`config.mk`:
```
export PLATFORM = sky130hd
export DESIGN_NAME = stream_demux_1x2_flat
export DESIGN_NICKNAME = d
export VERILOG_FILES = /design/src/rtl/stream_demux_1x2_if.sv /design/src/rtl/stream_demux_1x2.sv /design/src/flat_wrapper.sv
export SDC_FILE = /design/constraint.sdc
export NUM_CORES = 1
export LEC_CHECK = 0
export CAP_MARGIN = 5
export CORE_UTILIZATION = 60
export CTS_CLUSTER_DIAMETER = 80
export DETAILED_ROUTE_END_ITERATION = 10
export DONT_BUFFER_PORTS = 1
export PLACE_DENSITY = 0.76
export SKIP_CTS_REPAIR_TIMING = 1
export SLEW_MARGIN = 15
export SYNTH_ARGS = -nofsm -noshare
export SYNTH_HDL_FRONTEND = slang
export SYNTH_SLANG_ARGS = --single-unit
```
`constraint.sdc`:
```
create_clock -name clk -period 1.3 [get_ports clk]
set_clock_uncertainty 0.05 [all_clocks]
set_input_delay 0.195 -clock clk [delete_from_list [all_inputs] [get_ports clk]]
set_output_delay 0.195 -clock clk [all_outputs]
set_load 0.005 [all_outputs]
```
`src/rtl/stream_demux_1x2_if.sv`:
```
// Handshake bundle for stream_demux_1x2: one input stream and two output streams.
// master: the environment (drives the input word, consumes both outputs).
// slave:  the demultiplexer itself.
interface stream_demux_1x2_if #(
    parameter int unsigned Datawidth = 32
) ();

    // Input stream
    logic                 in_valid;
    logic                 in_ready;
    logic                 in_sel;
    logic [Datawidth-1:0] in_data;

    // Output stream 0
    logic                 out0_valid;
    logic                 out0_ready;
    logic [Datawidth-1:0] out0_data;

    // Output stream 1
    logic                 out1_valid;
    logic                 out1_ready;
    logic [Datawidth-1:0] out1_data;

    modport master (
        output in_valid,
        output in_sel,
        output in_data,
        output out0_ready,
        output out1_ready,
        input  in_ready,
        input  out0_valid,
        input  out0_data,
        input  out1_valid,
        input  out1_data
    );

    modport slave (
        input  in_valid,
        input  in_sel,
        input  in_data,
        input  out0_ready,
        input  out1_ready,
        output in_ready,
        output out0_valid,
        output out0_data,
        output out1_valid,
        output out1_data
    );

endinterface

```
`src/rtl/stream_demux_1x2.sv`:
```
// Registered 1-to-2 stream demultiplexer.
// Each accepted input word goes to output 0 or 1 according to in_sel. Every output owns a
// one-entry register slice, so an accepted word appears on its output one cycle later and a
// stalled consumer only blocks words addressed to it.
// Optional feature: define DEMUX_COUNT_EN to add per-output drain counters cnt0/cnt1.
module stream_demux_1x2 #(
    parameter int unsigned Datawidth  = 32,
    parameter int unsigned CountWidth = 16
) (
    input  logic                  clk,
    input  logic                  rst,
    stream_demux_1x2_if.slave     dmx_io
`ifdef DEMUX_COUNT_EN
    ,
    output logic [CountWidth-1:0] cnt0,
    output logic [CountWidth-1:0] cnt1
`endif
);

    typedef enum logic {
        StEmpty = 1'b0,
        StFull  = 1'b1
    } slot_state_e;

    slot_state_e          st0_q, st0_d;
    slot_state_e          st1_q, st1_d;
    logic [Datawidth-1:0] data0_q, data0_d;
    logic [Datawidth-1:0] data1_q, data1_d;

    logic in_ready;
    logic accept;
    logic load0, load1;
    logic drain0, drain1;

    // Input side: a slice can take a word when empty or when it is being drained this cycle.
    always_comb begin
        in_ready = 1'b0;
        if (!rst) begin
            if (dmx_io.in_sel) begin
                in_ready = (st1_q == StEmpty) || dmx_io.out1_ready;
            end else begin
                in_ready = (st0_q == StEmpty) || dmx_io.out0_ready;
            end
        end
    end

    // Per-slot load and drain strobes.
    always_comb begin
        accept = dmx_io.in_valid & in_ready;
        load0  = accept & ~dmx_io.in_sel;
        load1  = accept &  dmx_io.in_sel;
        drain0 = (st0_q == StFull) & dmx_io.out0_ready;
        drain1 = (st1_q == StFull) & dmx_io.out1_ready;
    end

    // Slot 0 next state: load wins over drain so a simultaneous drain+load stays full.
    always_comb begin
        st0_d   = st0_q;
        data0_d = data0_q;
        unique case (st0_q)
            StEmpty: begin
                if (load0) begin
                    st0_d   = StFull;
                    data0_d = dmx_io.in_data;
                end
            end
            StFull: begin
                if (load0) begin
                    st0_d   = StFull;
                    data0_d = dmx_io.in_data;
                end else if (drain0) begin
                    st0_d = StEmpty;
                end
            end
            default: begin
                st0_d = StEmpty;
            end
        endcase
    end

    // Slot 1 next state: mirror of slot 0.
    always_comb begin
        st1_d   = st1_q;
        data1_d = data1_q;
        unique case (st1_q)
            StEmpty: begin
                if (load1) begin
                    st1_d   = StFull;
                    data1_d = dmx_io.in_data;
                end
            end
            StFull: begin
                if (load1) begin
                    st1_d   = StFull;
                    data1_d = dmx_io.in_data;
                end else if (drain1) begin
                    st1_d = StEmpty;
                end
            end
            default: begin
                st1_d = StEmpty;
            end
        endcase
    end

    // Slice registers; reset discards any held word.
    always_ff @(posedge clk) begin
        if (rst) begin
            st0_q   <= StEmpty;
            st1_q   <= StEmpty;
            data0_q <= '0;
            data1_q <= '0;
        end else begin
            st0_q   <= st0_d;
            st1_q   <= st1_d;
            data0_q <= data0_d;
            data1_q <= data1_d;
        end
    end

    // Outputs come straight from the slices: no combinational path from input data.
    always_comb begin
        dmx_io.in_ready   = in_ready;
        dmx_io.out0_valid = (st0_q == StFull);
        dmx_io.out0_data  = data0_q;
        dmx_io.out1_valid = (st1_q == StFull);
        dmx_io.out1_data  = data1_q;
    end

`ifdef DEMUX_COUNT_EN
    logic [CountWidth-1:0] cnt0_q, cnt0_d;
    logic [CountWidth-1:0] cnt1_q, cnt1_d;

    // Drain counters wrap naturally at 2^CountWidth.
    always_comb begin
        cnt0_d = cnt0_q;
        cnt1_d = cnt1_q;
        if (drain0) begin
            cnt0_d = cnt0_q + 1'b1;
        end
        if (drain1) begin
            cnt1_d = cnt1_q + 1'b1;
        end
    end

    // Counter registers; reset wins over any drain seen in the reset cycle.
    always_ff @(posedge clk) begin
        if (rst) begin
            cnt0_q <= '0;
            cnt1_q <= '0;
        end else begin
            cnt0_q <= cnt0_d;
            cnt1_q <= cnt1_d;
        end
    end

    // Counter outputs.
    always_comb begin
        cnt0 = cnt0_q;
        cnt1 = cnt1_q;
    end
`endif

endmodule

```
`src/flat_wrapper.sv`:
```
// flat-port wrapper written by rule: the top's interface ports become plain ports
module stream_demux_1x2_flat 
#(
    parameter int unsigned Datawidth  = 32,
    parameter int unsigned CountWidth = 16
)
  (clk, rst, dmx_io_in_valid, dmx_io_in_sel, dmx_io_in_data, dmx_io_out0_ready, dmx_io_out1_ready, dmx_io_in_ready, dmx_io_out0_valid, dmx_io_out0_data, dmx_io_out1_valid, dmx_io_out1_data);
  stream_demux_1x2_if #(.Datawidth(Datawidth)) dmx_io_i ();
  input  logic clk;
  input  logic rst;
  input wire logic [$bits(dmx_io_i.in_valid)-1:0] dmx_io_in_valid;
  input wire logic [$bits(dmx_io_i.in_sel)-1:0] dmx_io_in_sel;
  input wire logic [$bits(dmx_io_i.in_data)-1:0] dmx_io_in_data;
  input wire logic [$bits(dmx_io_i.out0_ready)-1:0] dmx_io_out0_ready;
  input wire logic [$bits(dmx_io_i.out1_ready)-1:0] dmx_io_out1_ready;
  output wire logic [$bits(dmx_io_i.in_ready)-1:0] dmx_io_in_ready;
  output wire logic [$bits(dmx_io_i.out0_valid)-1:0] dmx_io_out0_valid;
  output wire logic [$bits(dmx_io_i.out0_data)-1:0] dmx_io_out0_data;
  output wire logic [$bits(dmx_io_i.out1_valid)-1:0] dmx_io_out1_valid;
  output wire logic [$bits(dmx_io_i.out1_data)-1:0] dmx_io_out1_data;
  assign dmx_io_i.in_valid = dmx_io_in_valid;
  assign dmx_io_i.in_sel = dmx_io_in_sel;
  assign dmx_io_i.in_data = dmx_io_in_data;
  assign dmx_io_i.out0_ready = dmx_io_out0_ready;
  assign dmx_io_i.out1_ready = dmx_io_out1_ready;
  assign dmx_io_in_ready = dmx_io_i.in_ready;
  assign dmx_io_out0_valid = dmx_io_i.out0_valid;
  assign dmx_io_out0_data = dmx_io_i.out0_data;
  assign dmx_io_out1_valid = dmx_io_i.out1_valid;
  assign dmx_io_out1_data = dmx_io_i.out1_data;
  stream_demux_1x2 #(.Datawidth(Datawidth), .CountWidth(CountWidth)) u_core (.clk(clk), .rst(rst), .dmx_io(dmx_io_i));
endmodule
```
# Word level (Yosys, flattened, before mapping)

Index checks and enable logic that the tools add are counted.
Widths: inputs -> output; s select.

Register bits: 66
Memory bits (writable): 0
Bits in read-only memories: 0
Latch bits: 0
Output and inout bits: 67
Memories: 0
Word-level logic and storage cells: 26

Bitwise gates (word level): 8
Multiplexer cells: 12
Reduce and logical (&&, ||, !) cells: 2
$lt $le $gt $ge: 0
Divide/modulo/power cells: 0
Equal/unequal tests: 0
Add/subtract/negate cells: 0
Shifts and indexed selects: 0
Multiply operators: 0

Operators with widths:

| cell             | count |
|---|---|
| $mux 32          | 2 |
| $mux 1           | 8 |
| $and 1x1->1      | 5 |
| $pmux 1 s2       | 2 |
| $not 1->1        | 3 |
| $logic_or 1x1->1 | 2 |

# Logic depth before layout (Yosys ltp)

Gate-level depths: netlist (run 1).

Depth after elaboration: 8
Depth in mapped cells: 4
Mapped depth without buffers: 3

# Least setup slack after synthesis (run 1)

OpenSTA, ideal clock, no wires.

Kind: register to register
Start point: register u_core.st1_q (netlist: u_core.dmx_io.out1_valid)
End point: register u_core.data1_q[10] (netlist: u_core.dmx_io.out1_data[10])
Stages on the path, launching flop included: 5
Arrival: 1.065 ns
Path slack: 0.062 ns
Required time: 1.127 ns
Cell sequence: dfxtp_1 -> nand2b_1 -> nand4b_4 -> buf_6 -> mux2_1

Cells in the longest elaborated chain, start to end: 6

RTL lines:

| what                   | line                                           | RTL |
|---|---|---|
| start, declared        | stream_demux_1x2.sv:26                         | `slot_state_e st1_q, st1_d;` |
| start signal, assigned | stream_demux_1x2.sv:110                        | `st1_q <= StEmpty;` |
| start signal, assigned | stream_demux_1x2.sv:115                        | `st1_q <= st1_d;` |
| $not 1->1              | stream_demux_1x2.sv:40, stream_demux_1x2.sv:85 |  |
| $logic_or 1x1->1       | stream_demux_1x2.sv:40                         | `in_ready = (st1_q == StEmpty) \|\| dmx_io.out1_ready;` |
| $mux 1                 | stream_demux_1x2.sv:39                         | `if (dmx_io.in_sel) begin` |
| $mux 1                 | stream_demux_1x2.sv:38                         | `if (!rst) begin` |
| $and 1x1->1            | stream_demux_1x2.sv:49                         | `accept = dmx_io.in_valid & in_ready;` |
| $and 1x1->1            | stream_demux_1x2.sv:51                         | `load1 = accept & dmx_io.in_sel;` |
| end signal, assigned   | stream_demux_1x2.sv:117                        | `data1_q <= data1_d;` |
| end, declared          | stream_demux_1x2.sv:28                         | `logic [Datawidth-1:0] data1_q, data1_d;` |

Every way passes these cells.
A chain may end at the register's enable or synchronous reset.

# Final worst setup path (run 1)

Start point: register u_core.st0_q (netlist: u_core.dmx_io.out0_valid)
End point: output port dmx_io_in_ready

Cells in the longest elaborated chain, start to end: 4

RTL lines:

| what                   | line                    | RTL |
|---|---|---|
| start, declared        | stream_demux_1x2.sv:25  | `slot_state_e st0_q, st0_d;` |
| start signal, assigned | stream_demux_1x2.sv:109 | `st0_q <= StEmpty;` |
| start signal, assigned | stream_demux_1x2.sv:114 | `st0_q <= st0_d;` |
| $not 1->1              | stream_demux_1x2.sv:42  | `in_ready = (st0_q == StEmpty) \|\| dmx_io.out0_ready;` |
| $logic_or 1x1->1       | stream_demux_1x2.sv:42  |  |
| $mux 1                 | stream_demux_1x2.sv:39  |  |
| $mux 1                 | stream_demux_1x2.sv:38  |  |
| end, declared          | flat_wrapper.sv:16      | `output wire logic [$bits(dmx_io_i.in_ready)-1:0] dmx_io_in_ready;` |

Every way passes these cells.

==> flow_summary.json, run 1 <==
{
  "crit_path_cell_trace": "nand2b_4 > buf_6 > mux2i_1 > nor2_1",
  "clock_sink_count": 66,
  "design.final.nets": 293,
  "power.leakage_uw": 0.001551,
  "max_stage_delay_ns": 0.35,
  "grt_max_degree": 70,
  "clock_insertion_delay_worst_skew_ns": 0.31,
  "critPathRequiredTime_ns": 1.05,
  "placed_cells": 262,
  "route.detailed.wl_per_inst_um": 17.56,
  "layoutNonFillerInstCount": 311,
  "worst-r2r-cell-count": 4,
  "ant_nets": 0,
  "cts_buffers": 9,
  "slew_violations": 0,
  "max_slew_margin_pct": 90.01,
  "dieWidth_um": 69.70,
  "max_slew.worst_pin.slew_ns": 0.1457,
  "clk_root_buffer_cell": "clkbuf_8",
  "place_congestion": 0.6524,
  "synth_cell_types": 17,
  "n_antenna_cell": 0,
  "r2r_end": "u_core.dmx_io.out1_data[13]",
  "final_number_of_setup_violating_endpoints": 1,
  "holdWs_ns": 0.05314,
  "max-clock-path-buffers": 2,
  "ioPinCount": 105,
  "worst-path-buf-inv": 1,
  "via_per_inst": 5.360,
  "grt_util_all_layers_pct": 21.57,
  "synth_largest_area_cell": "dfxtp_1",
  "layout.cells.most_common": "dfxtp_1",
  "yosys_register_bits": 66,
  "die_height_um": 69.70,
  "critPathArrivalTime_ns": 1.06,
  "regToRegSetupSlack_ns": 0.05,
  "post-dp-hpwl_mm": 3.461,
  "min-delay-path-class": "in2reg",
  "final.setup.tns_ns": -0.006582,
  "final_layout_size_suffix_gt1_share_pct": 35.14,
  "initial_utilization_pct": 62.73,
  "endpoint_kind": "primary output",
  "fp.coreArea_um2": 4384,
  "irDropWorstVdd_mv": 0.7299,
  "worst_hold_path.num_cells": 2,
  "port_buffers": 0,
  "failed_checks": "setup timing",
  "report.power.total_uw": 4191,
  "count_of_tritonroute_iterations_in_the_first_routing_pass": 2,
  "critical_path.startpoint_type": "register",
  "final_cell_mix": "dfxtp_1 (64), nor2b_1 (51), dlygate4sd3_1 (33), mux2_2 (32), mux2_4 (29)",
  "total_power_divided_by_cell_area_nw_per_um2": 1245,
  "netlist_top_cells_area": "dfxtp_1 (48%), mux2_4 (16%), mux2_2 (13%)",
  "first_global_vias": 1655,
  "syn_area_per_cell_um2": 12.73,
  "place_worst_setup_slack_ns": -0.01325,
  "synth.net_count": 254,
  "min_period_over_period_pct": 100.5,
  "worst_setup_hold_path_clk_slew_ns": 0.06,
  "maximum_clock_frequency_mhz": 765.4,
  "layout-area-overhead-vs-synth_pct": 22.43,
  "worstSetupPathType": "reg2out",
  "synth_sequential_area_ratio_pct": 48.04,
  "cpMaxStageDelayCell": "dfxtp_2",
  "dr_total_vias": 1667,
  "status": "finished with violations",
  "synthesis.yosys.warnings": 0,
  "rows": 24,
  "initialDrtViolationCount": 70,
  "total_drc_errors_in_the_routed_layout": 0,
  "syn_inst_count": 216,
  "maxcap_violations": 0,
  "global_route.overflow_total": 0,
  "tritoncts": "yes",
  "ctsHtreeMaxLevel": 3,
  "critical_path_peak_fanout": 2,
  "design.die.area_um2": 4858,
  "final.min_clock_period_ns": 1.307,
  "routed_wirelength_mm": 5.461,
  "grt_setup_unrepaired": "true",
  "min_to": "u_core.dmx_io.out1_valid",
  "wire_length_of_the_first_global_routing_pass_mm": 8.031,
  "worstHoldStart": "dmx_io_out1_ready",
  "yosysTopAreaCellShare_pct": 48.04,
  "synth.cell_area_um2": 2750,
  "grt_antenna_before_repair": 0,
  "critical-path-top-delay-family": "flip-flops",
  "reg2reg_from": "u_core.dmx_io.out1_valid",
  "worst_slack_ns": -0.006582,
  "report.final.hold_viol_count": 0
}
[registers in the layout, summed over array words and instances, names as in the netlist]
register	count
u_core.dmx_io.out1_valid	1
u_core.dmx_io.out0_valid	1
u_core.dmx_io.out1_data	32
u_core.dmx_io.out0_data	32
[logic make-up (layout without fill, tap and decap cells)]
| family | after synthesis | in the layout | synth area share [%] |
|---|---|---|---|
| multiplexers | 65 | 65 | 30.53 |
| buffers and inverters | 13 | 56 | 3.776 |
| AND/OR/NAND/NOR | 70 | 70 | 17.29 |
| AO/OA/AOI/OAI | 2 | 2 | 0.3640 |
| flip-flops | 66 | 66 | 48.04 |
[worst register-to-register path: stages (launching register included)]
cell and delay [ns]:
dfxtp_2 0.35, nand2b_4 0.07, nand4b_4 0.13, buf_12 0.17
mux2_2 0.36
[per-stage QoR]
step	util (%)	instance area, µm²
after floorplan	-	2750
after global placement	63.90	2801
after detailed placement	63.90	2801
after CTS	68.21	2990
after global routing	76.80	3367
final	76.80	3367
[layout make-up]
type,count,area [µm²]
fill,286,1017
tap,52,65.06
sequential,66,1324
clock inverter,2,10.01
clock buffer,13,178.9
timing repair buffer,41,449.2
multi-input combinational,137,1340
[synthesized netlist by cell type]
cell	instances
dfxtp_1	66
nor2b_1	51
mux2_2	32
mux2_4	29
and2b_1	13
buf_6	6
clkbuf_1	3
mux2_1	3
a21oi_1	2
buf_2	2
buf_4	2
nand2b_1	2
mux2i_1	1
nand2_2	1
nand4b_4	1
nor2_1	1
nor3b_2	1
[power breakdown]
group          total (µW)  switching (µW)  internal (µW)  leakage, µW
registers            2220            82.7           2140     0.000542
clock network        1580             692            884     0.000101
logic                 393             119            274     0.000908
[worst max-delay path by stage]
stage / start / endpoint / slack (ns) / depth (start not counted)
2_1_floorplan: u_core.dmx_io.out1_valid / u_core.dmx_io.out1_data[10] / 0.06 / 4
3_3_place_gp: u_core.dmx_io.out0_valid / u_core.dmx_io.out0_data[31] / 0.04 / 4
3_5_place_dp: u_core.dmx_io.out1_valid / u_core.dmx_io.out1_data[0] / -0.01 / 4
4_1_cts: u_core.dmx_io.out0_valid / dmx_io_in_ready / -0.07 / 4
5_1_grt: u_core.dmx_io.out0_valid / dmx_io_in_ready / -0.09 / 4
6_report: u_core.dmx_io.out0_valid / dmx_io_in_ready / -0.007 / 4
[metal layers]
| layer | GRT usage [%] | vias up | part of all wire (%) |
|---|---|---|---|
| met5 | 0 | - | 0 |
| met4 | 9.556 | 0 | 1.1 |
| met3 | 10.03 | 8 | 6.2 |
| met2 | 37.86 | 60 | 55 |
| met1 | 21.73 | 804 | 38 |
| li1 | - | 795 | - |
Power figures use the tool's default switching activity.
==> inputs of run 2 (changes only) <==
--- a/config.mk
+++ b/config.mk
@@ -11,6 +11,7 @@
 export DETAILED_ROUTE_END_ITERATION = 10
 export DONT_BUFFER_PORTS = 1
 export PLACE_DENSITY = 0.76
+export SETUP_SLACK_MARGIN = 0.3
 export SKIP_CTS_REPAIR_TIMING = 1
 export SLEW_MARGIN = 15
 export SYNTH_ARGS = -nofsm -noshare
==> flow_summary.json, run 2 (synthesized netlist as in run 1, its figures left out) <==
{
  "status": "completed",
  "route.detailed.wl_per_inst_um": 18.09,
  "min-delay-path-class": "in2reg",
  "global_route.overflow_total": 0,
  "report.final.hold_viol_count": 0,
  "reg2reg_from": "u_core.dmx_io.out1_valid",
  "max_stage_delay_ns": 0.35,
  "worst-path-buf-inv": 1,
  "regToRegSetupSlack_ns": 0.05,
  "final.setup.tns_ns": 0,
  "final_layout_size_suffix_gt1_share_pct": 35.14,
  "grt_antenna_before_repair": 0,
  "final_number_of_setup_violating_endpoints": 0,
  "finish.instance_area_um2": 3450,
  "critical_path.startpoint_type": "register",
  "worstSetupPathType": "reg2reg",
  "routed_wirelength_mm": 5.627,
  "total_power_divided_by_cell_area_nw_per_um2": 1244,
  "initial_utilization_pct": 62.73,
  "critical-path-top-delay-family": "flip-flops",
  "power.leakage_uw": 0.001624,
  "min_period_over_period_pct": 96.33,
  "max_slew_margin_pct": 86.07,
  "first_global_vias": 1646,
  "clock_sink_count": 66,
  "grt_setup_unrepaired": "true",
  "initialDrtViolationCount": 71,
  "busiest_layer": "met2",
  "crit_path_start": "u_core.dmx_io.out1_valid",
  "dieWidth_um": 69.70,
  "clk_root_buffer_cell": "clkbuf_8",
  "met2_usage_pct": 38.51,
  "maxcap_violations": 0,
  "layout.cells.most_common": "dfxtp_1",
  "crit_path_end": "u_core.dmx_io.out1_data[14]",
  "dr_total_vias": 1685,
  "n_antenna_cell": 0,
  "maximum_clock_frequency_mhz": 798.6,
  "grt_max_degree": 70,
  "clock_insertion_delay_worst_skew_ns": 0.33,
  "part_of_the_total_power_dissipated_in_the_clock_network_pct": 38.3,
  "max-clock-path-buffers": 2,
  "layout-area-overhead-vs-synth_pct": 25.43,
  "critPathArrivalTime_ns": 1.42,
  "ctsHtreeMaxLevel": 3,
  "die_height_um": 69.70,
  "design.final.nets": 293,
  "worst_setup_hold_path_clk_slew_ns": 0.06,
  "max_slew.worst_pin.slew_ns": 0.2081,
  "design.die.area_um2": 4858,
  "combinationalPowerShare_pct": 10.0,
  "placed_area_um2": 2897,
  "r2r_end": "u_core.dmx_io.out1_data[14]",
  "grt_util_all_layers_pct": 22.45,
  "final_cell_mix": "dfxtp_1 (64), nor2b_1 (51), mux2_4 (45), dlygate4sd3_1 (33), mux2_2 (18)",
  "rows": 24,
  "slew_violations": 0,
  "ant_nets": 0,
  "endpoint_kind": "register",
  "tritoncts": "yes",
  "fp.coreArea_um2": 4384,
  "critical_path_peak_fanout": 17,
  "cpMaxStageDelayCell": "dfxtp_2",
  "wire_length_of_the_first_global_routing_pass_mm": 8.314,
  "via_per_inst": 5.418,
  "critPathRequiredTime_ns": 1.46,
  "place_congestion": 0.7319,
  "cts_buffers": 9,
  "worst-r2r-cell-count": 4,
  "total_drc_errors_in_the_routed_layout": 0,
  "gr-usage-met3_pct": 10.32,
  "sw_frac_of_total_pct": 21.71,
  "post-dp-hpwl_mm": 3.593,
  "final.fill_count": 271,
  "count_of_tritonroute_iterations_in_the_first_routing_pass": 4,
  "globalRouteMet1Util_pct": 23.16,
  "crit_path_cell_trace": "nand2b_4 > nand4b_4 > buf_12 > mux2_2",
  "switchingPower_uw": 931.7,
  "path_depth": 4,
  "port_buffers": 0,
  "intPower_uw": 3360,
  "ioPinCount": 105,
  "final.min_clock_period_ns": 1.252,
  "sequential_group_share_of_total_power_pct": 51.8,
  "irDropWorstVdd_mv": 0.7293
}
==> run 2: cell count changes in the layout (fill, tap and decap cells not counted), sizes merged <==
cell	delta
clkbuf	-1
bufinv	+1
==> run 2: worst min-delay path by stage <==
stage                                       end  cells past startpoint               start  slack [ns]
floorplan           u_core.dmx_io.out1_data[10]                      1  dmx_io_in_data[10]        0.27
detailed placement     u_core.dmx_io.out1_valid                      1                 rst        0.21
global route           u_core.dmx_io.out1_valid                      2   dmx_io_out1_ready        0.03
global placement       u_core.dmx_io.out1_valid                      1                 rst        0.21
CTS                    u_core.dmx_io.out0_valid                      1                 rst       -0.14
finish                 u_core.dmx_io.out0_valid                      2   dmx_io_out0_ready        0.03
==> run 2: per-layer routing <==
| layer | routed length, µm | part of all wire, % |
|---|---|---|
| met5 | 0 | 0 |
| met4 | 112 | 2.0 |
| met3 | 451 | 8.0 |
| met2 | 2829 | 50 |
| met1 | 2234 | 40 |
==> run 2: cell type report <==
| type | instances | area [µm²] | area share, % |
|---|---|---|---|
| Multi-Input combinational cell | 137 | 1405 | 40.73 |
| Sequential cell | 66 | 1324 | 38.38 |
| Timing Repair Buffer | 41 | 470.5 | 13.64 |
| Clock buffer | 12 | 145.1 | 4.207 |
| Tap cell | 52 | 65.06 | 1.886 |
| Clock inverter | 3 | 40.04 | 1.161 |
==> run 2: power groups by stage <==
stage / registers [µW] / logic [µW] / clock network, µW
2_1_floorplan: 2240 / 304 / 0
4_1_cts: 2220 / 320 / 1670
3_5_place_dp: 2270 / 320 / 0
5_1_grt: 2230 / 455 / 1750
3_3_place_gp: 2260 / 305 / 0
6_report: 2220 / 427 / 1640
==> run 2: metrics by stage <==
step	hold WS, ns	util [%]	setup WS, ns	instances	power (µW)
floorplan	0.2697	-	0.1038	216	2545
global placement	0.2143	66.07	0.09472	262	2567
detailed placement	0.2146	66.07	0.05111	262	2586
CTS	-0.1362	70.29	0.04026	277	4216
global route	0.03161	78.68	0.01882	311	4445
finish	0.03497	78.68	0.04775	311	4292
==> run 2: worst reg2reg max path: stages (launching register included) <==
cell,delay (ns)
dfxtp_2,0.35
nand2b_4,0.07
nand4b_4,0.12
buf_12,0.19
mux2_2,0.36
==> patch 1: new RTL, flow settings as in run 1 <==
`Datawidth` is set to 32 in 3 places; all go to 24.
--- a/src/rtl/stream_demux_1x2_if.sv
+++ b/src/rtl/stream_demux_1x2_if.sv
@@ -2,7 +2,7 @@
 // master: the environment (drives the input word, consumes both outputs).
 // slave:  the demultiplexer itself.
 interface stream_demux_1x2_if #(
-    parameter int unsigned Datawidth = 32
+    parameter int unsigned Datawidth = 24
 ) ();
 
     // Input stream
--- a/src/rtl/stream_demux_1x2.sv
+++ b/src/rtl/stream_demux_1x2.sv
@@ -4,7 +4,7 @@
 // stalled consumer only blocks words addressed to it.
 // Optional feature: define DEMUX_COUNT_EN to add per-output drain counters cnt0/cnt1.
 module stream_demux_1x2 #(
-    parameter int unsigned Datawidth  = 32,
+    parameter int unsigned Datawidth  = 24,
     parameter int unsigned CountWidth = 16
 ) (
     input  logic                  clk,
--- a/src/flat_wrapper.sv
+++ b/src/flat_wrapper.sv
@@ -1,7 +1,7 @@
 // flat-port wrapper written by rule: the top's interface ports become plain ports
 module stream_demux_1x2_flat 
 #(
-    parameter int unsigned Datawidth  = 32,
+    parameter int unsigned Datawidth  = 24,
     parameter int unsigned CountWidth = 16
 )
   (clk, rst, dmx_io_in_valid, dmx_io_in_sel, dmx_io_in_data, dmx_io_out0_ready, dmx_io_out1_ready, dmx_io_in_ready, dmx_io_out0_valid, dmx_io_out0_data, dmx_io_out1_valid, dmx_io_out1_data);
Ports: changed (resized dmx_io_in_data, dmx_io_out0_data and dmx_io_out1_data); port bits go from 105 to 81. The function was not compared with the original's and may differ.
==> patch 1 against run 1 <==
  * The run ends with negative hold slack left
  * Routed wire length rose by 10%
  * Setup slack improved by 0.014 ns
  * Synthesized area fell by 18%
  * Critical path depth fell by 1
  * Global-route usage rose by 5.6 points
  * Design area fell by 23%
  * Sequential cell count fell by 16
  * Total power fell by 29%
==> patch 1: results (changes against run 1) <==
[metrics] number of design-rule violations left by the first detailed-router iteration: 161 (+130%)
[metrics] multi-input gates: 157 (+15%)
[metrics] routed wire length: 6.02 mm (+10%)
[metrics] wire length of the first global-routing pass: 8.78 mm (+9.3%)
[metrics] setup slack at placement: -0.274 ns (-0.260 ns)
[metrics] worst reg2reg setup slack: 0.008 ns (-0.04 ns)
[metrics] Floorplan Core Area: 3470 um^2 (-21%)
[metrics] invs w/o clock: 3 (+3)
[metrics] maximum net fanout on the critical path: 25 (+23)
[metrics] leakage power of the design: 0.00111 uW (-29%)
[metrics] largest cells by area after synthesis: sky130_fd_sc_hd__dfxtp_1 (44%), sky130_fd_sc_hd__o311ai_0 (10%), sky130_fd_sc_hd__nand3_2 (8.9%)
[metrics] Worst-path clk slew: 0.08 ns (+0.02 ns)
[metrics] Slowest cell on crit path: sky130_fd_sc_hd__nor2b_4
[metrics] multi-input logic portion of the cell area: 40.4% (+0.62 points)
[metrics] Routability Congestion: 0.693 (+6.3%)
[metrics] count of fill cells added during filler insertion: 257 (-10%)
[metrics] Repair and plain buffers: 39 (-4.9%)
[metrics] number of cells produced by synthesis: 239 (+11%)
[metrics] library cells used by synthesis: 21 (+4)
[metrics] worst hold slack across all endpoints: -0.0158 ns (-0.0690 ns)
[metrics] post-route fraction of the period consumed by the critical path: 99.4% (-1.1 points)
[metrics] peak per-stage delay on the critical path: 0.51 ns (+0.16 ns)
[metrics] source of the critical timing path: u_core.dmx_io.out1_valid
[metrics] Setup CP Type: reg -> reg
[metrics] clock buffer count: 8 (-5)
[metrics] final HPWL from detailed placement: 3.57 mm (+3.2%)
[metrics] outcome: finished, violations left
[metrics] failing checks: negative hold slack
[metrics] number of hold violations in the final report: 3 (+3)
[metrics] number of iterations in the first detailed-routing pass: 4 (+2)
[metrics] area of all sequential standard cells: 1000 um^2 (-24%)
[metrics] number of global-route vias before repair: 1849 (+12%)
[metrics] cell family with the largest share of critical-path delay: simple AND/OR/NAND/NOR gates
[metrics] non-clock buffering overhead in the final layout: 14.1% (+0.77 points)
[metrics] clock network latency to the later pin of the worst-skew pair: 0.29 ns (-0.02 ns)
[metrics] WP data arrival: 1.48 ns (+0.42 ns)
[metrics] Non-Filler Instances: 303 (-2.6%)
[patch 1: per-layer routing]
| metal | up-vias | GRT usage [%] | wire length, um |
|---|---|---|---|
| met2 | 131 | 46.9 | 2900 |
| met1 | 949 | 31.6 | 2360 |
| li1 | 925 | - | - |
| met5 | - | 0 | 0 |
| met4 | 0 | 6.25 | 63 |
| met3 | 8 | 10.1 | 697 |
[patch 1: kinds of logic (layout without fill, tap and decap cells)]
logic type | count (synthesis) | count (layout) | share of synthesized area (%)
buffers and inverters | 33 | 50 | 10.1
AO/OA/AOI/OAI | 49 | 49 | 18.9
flip-flops | 50 | 50 | 44.3
AND/OR/NAND/NOR | 107 | 108 | 26.6
[patch 1: power by group through the flow]
stage	Combinational (uW)	Clock, uW	Sequential, uW
after floorplan	204	0	1680
after global placement	199	0	1700
after detailed placement	214	0	1700
after CTS	214	1030	1660
after global routing	328	1090	1670
final	304	1010	1670
==> patch 2: new RTL, flow settings as in run 1 <==
Made on the original files. `data1_q` no longer has a reset.
--- a/src/rtl/stream_demux_1x2.sv
+++ b/src/rtl/stream_demux_1x2.sv
@@ -109,13 +109,15 @@
             st0_q   <= StEmpty;
             st1_q   <= StEmpty;
             data0_q <= '0;
-            data1_q <= '0;
         end else begin
             st0_q   <= st0_d;
             st1_q   <= st1_d;
             data0_q <= data0_d;
-            data1_q <= data1_d;
         end
+    end
+
+    always_ff @(posedge clk) begin
+        data1_q <= data1_d;
     end
 
     // Outputs come straight from the slices: no combinational path from input data.
Function: differs if rst is asserted again (counterexample within 4 cycles, from zero or initial values and one cycle with rst high); with rst held inactive, the same outputs for 10 cycles.
==> patch 2 against run 1 <==
  * Total power is 1.7% lower
  * Setup slack better by 0.027 ns
  * Routed wire length is 14% lower
  * Design area is 8.1% lower
  * Fmax is 2.1% higher
  * Sequential cell count stayed put
  * Cell count is 22% lower
  * Via count is 20% lower
  * Worst hold slack worse by 0.019 ns
  * First-iteration DRC count is 24% lower
  * Synthesized area is 11% lower
  * Global-route usage is 0.77 points lower
==> patch 2: results (changes against run 1) <==
[metrics] outcome: finished, final reports clean
[metrics] Post-DP Area: 2560 um^2 (-8.5%)
[metrics] number of endpoints failing setup at the final stage: 0 (-1)
[metrics] Worst slew margin: 88.9% (-1.1 points)
[metrics] multiplexer area fraction after synthesis: 19.5% (-11 points)
[metrics] number of design-rule violations left by the first detailed-router iteration: 53 (-24%)
[metrics] maximum net fanout on the critical path: 35 (+33)
[metrics] number of synthesized flops with an enable pin: 32 (+32)
[metrics] # nets final: 228 (-22%)
[metrics] number of cells traversed by the worst register-to-register path: 3 (-1)
[metrics] largest net degree at the start of global routing: 37 (-47%)
[metrics] most instantiated cells after synthesis: sky130_fd_sc_hd__dfxtp_1 (34), sky130_fd_sc_hd__edfxtp_1 (32), sky130_fd_sc_hd__mux2_4 (29)
[metrics] wire length of the first global-routing pass: 6.29 mm (-22%)
[metrics] peak ir drop on the vdd network: 879 uV (+20%)
[metrics] worst hold slack across all endpoints: 0.0340 ns (-0.0191 ns)
[metrics] Routability Congestion: 0.635 (-2.7%)
[metrics] global-route total usage across every layer: 20.8% (-0.77 points)
[metrics] number of global-route vias before repair: 1278 (-23%)
[metrics] number of iterations in the first detailed-routing pass: 3 (+1)
[metrics] Reg-to-Reg End: u_core.dmx_io.out1_valid
[metrics] complex-gate fraction of the synthesized area: 0.407% (+0.043 points)
[metrics] Hold EP: u_core.dmx_io.out0_valid
[metrics] Routed WL per cell: 19.3 um (+10%)
[metrics] final HPWL from detailed placement: 2.91 mm (-16%)
[metrics] WP data arrival: 1.50 ns (+0.44 ns)
[metrics] count of fill cells added during filler insertion: 210 (-27%)
[metrics] launch instance of the worst min-delay path: dmx_io_out0_ready
[metrics] Mapped Nets: 184 (-28%)
[metrics] share of the yosys chip area belonging to registers: 66.8% (+19 points)
[metrics] worst reg2reg setup slack: 0.05 ns (about the same)
[metrics] largest cells by area after synthesis: sky130_fd_sc_hd__edfxtp_1 (39%), sky130_fd_sc_hd__dfxtp_1 (28%), sky130_fd_sc_hd__mux2_4 (18%)
[patch 2: changes by cell type after synthesis, sizes merged, moves of 2 or more]
cell           run 1  this run
buf               10         3
and2b             13        15
nor2b             51        18
mux2              64        32
edfxtp             0        32
dfxtp             66        34
[patch 2: worst max path at each step]
| stage | from | endpoint | slack (ns) | cells after the start |
|---|---|---|---|---|
| final | rst | u_core.dmx_io.out1_valid | 0.02 | 3 |
| after global routing | u_core.dmx_io.out0_valid | dmx_io_in_ready | -0.02 | 3 |
| after CTS | u_core.dmx_io.out0_valid | dmx_io_in_ready | -0.04 | 3 |
| after detailed placement | u_core.dmx_io.out0_valid | u_core.dmx_io.out0_data[19] | 0.01 | 4 |
| after global placement | u_core.dmx_io.out0_valid | u_core.dmx_io.out0_data[15] | 0.06 | 4 |
| after floorplan | u_core.dmx_io.out0_valid | u_core.dmx_io.out0_data[10] | 0.09 | 4 |
[patch 2: per-stage QoR]
stage               worst slack [ns]  cells
CTS                          -0.0369    209
global placement              0.0638    193
finish                        0.0203    243
detailed placement            0.0125    193
global route                 -0.0204    243
floorplan                     0.0918    146
[patch 2: kinds of logic after synthesis]
family          Yosys count
mux                      33
buf+inv                   6
flops                    66
compound gates            2
simple gates             39
[patch 2: layout make-up]
class | instances | share of cell area [%]
timing repair buffer | 39 | 13.8
tap | 48 | 1.94
multi-input combinational | 74 | 25.5
sequential | 66 | 53.1
clock buffer | 13 | 5.14
clock inverter | 3 | 0.485
[patch 2: report_power, final]
group	leakage, uW	internal, uW	switching, uW
combinational	0.000653	205	99.3
clock	0.0000932	788	693
sequential	0.000573	2270	59.9
[patch 2: critical path, cell delays in order]
cell and delay (ns):
sky130_fd_sc_hd__dlygate4sd3_1 0.58, sky130_fd_sc_hd__a21oi_1 0.15, sky130_fd_sc_hd__dlygate4sd3_1 0.56
[patch 2: layer usage]
metal | global-route usage [%] | vias up | share of wire [%] | routed length [um]
met5 | 0 | - | 0 | 0
met4 | 12.8 | 0 | 2.1 | 99
met3 | 8.28 | 12 | 6.5 | 304
met2 | 34.9 | 65 | 51 | 2390
met1 | 21.6 | 653 | 40 | 1900
li1 | - | 596 | - | -
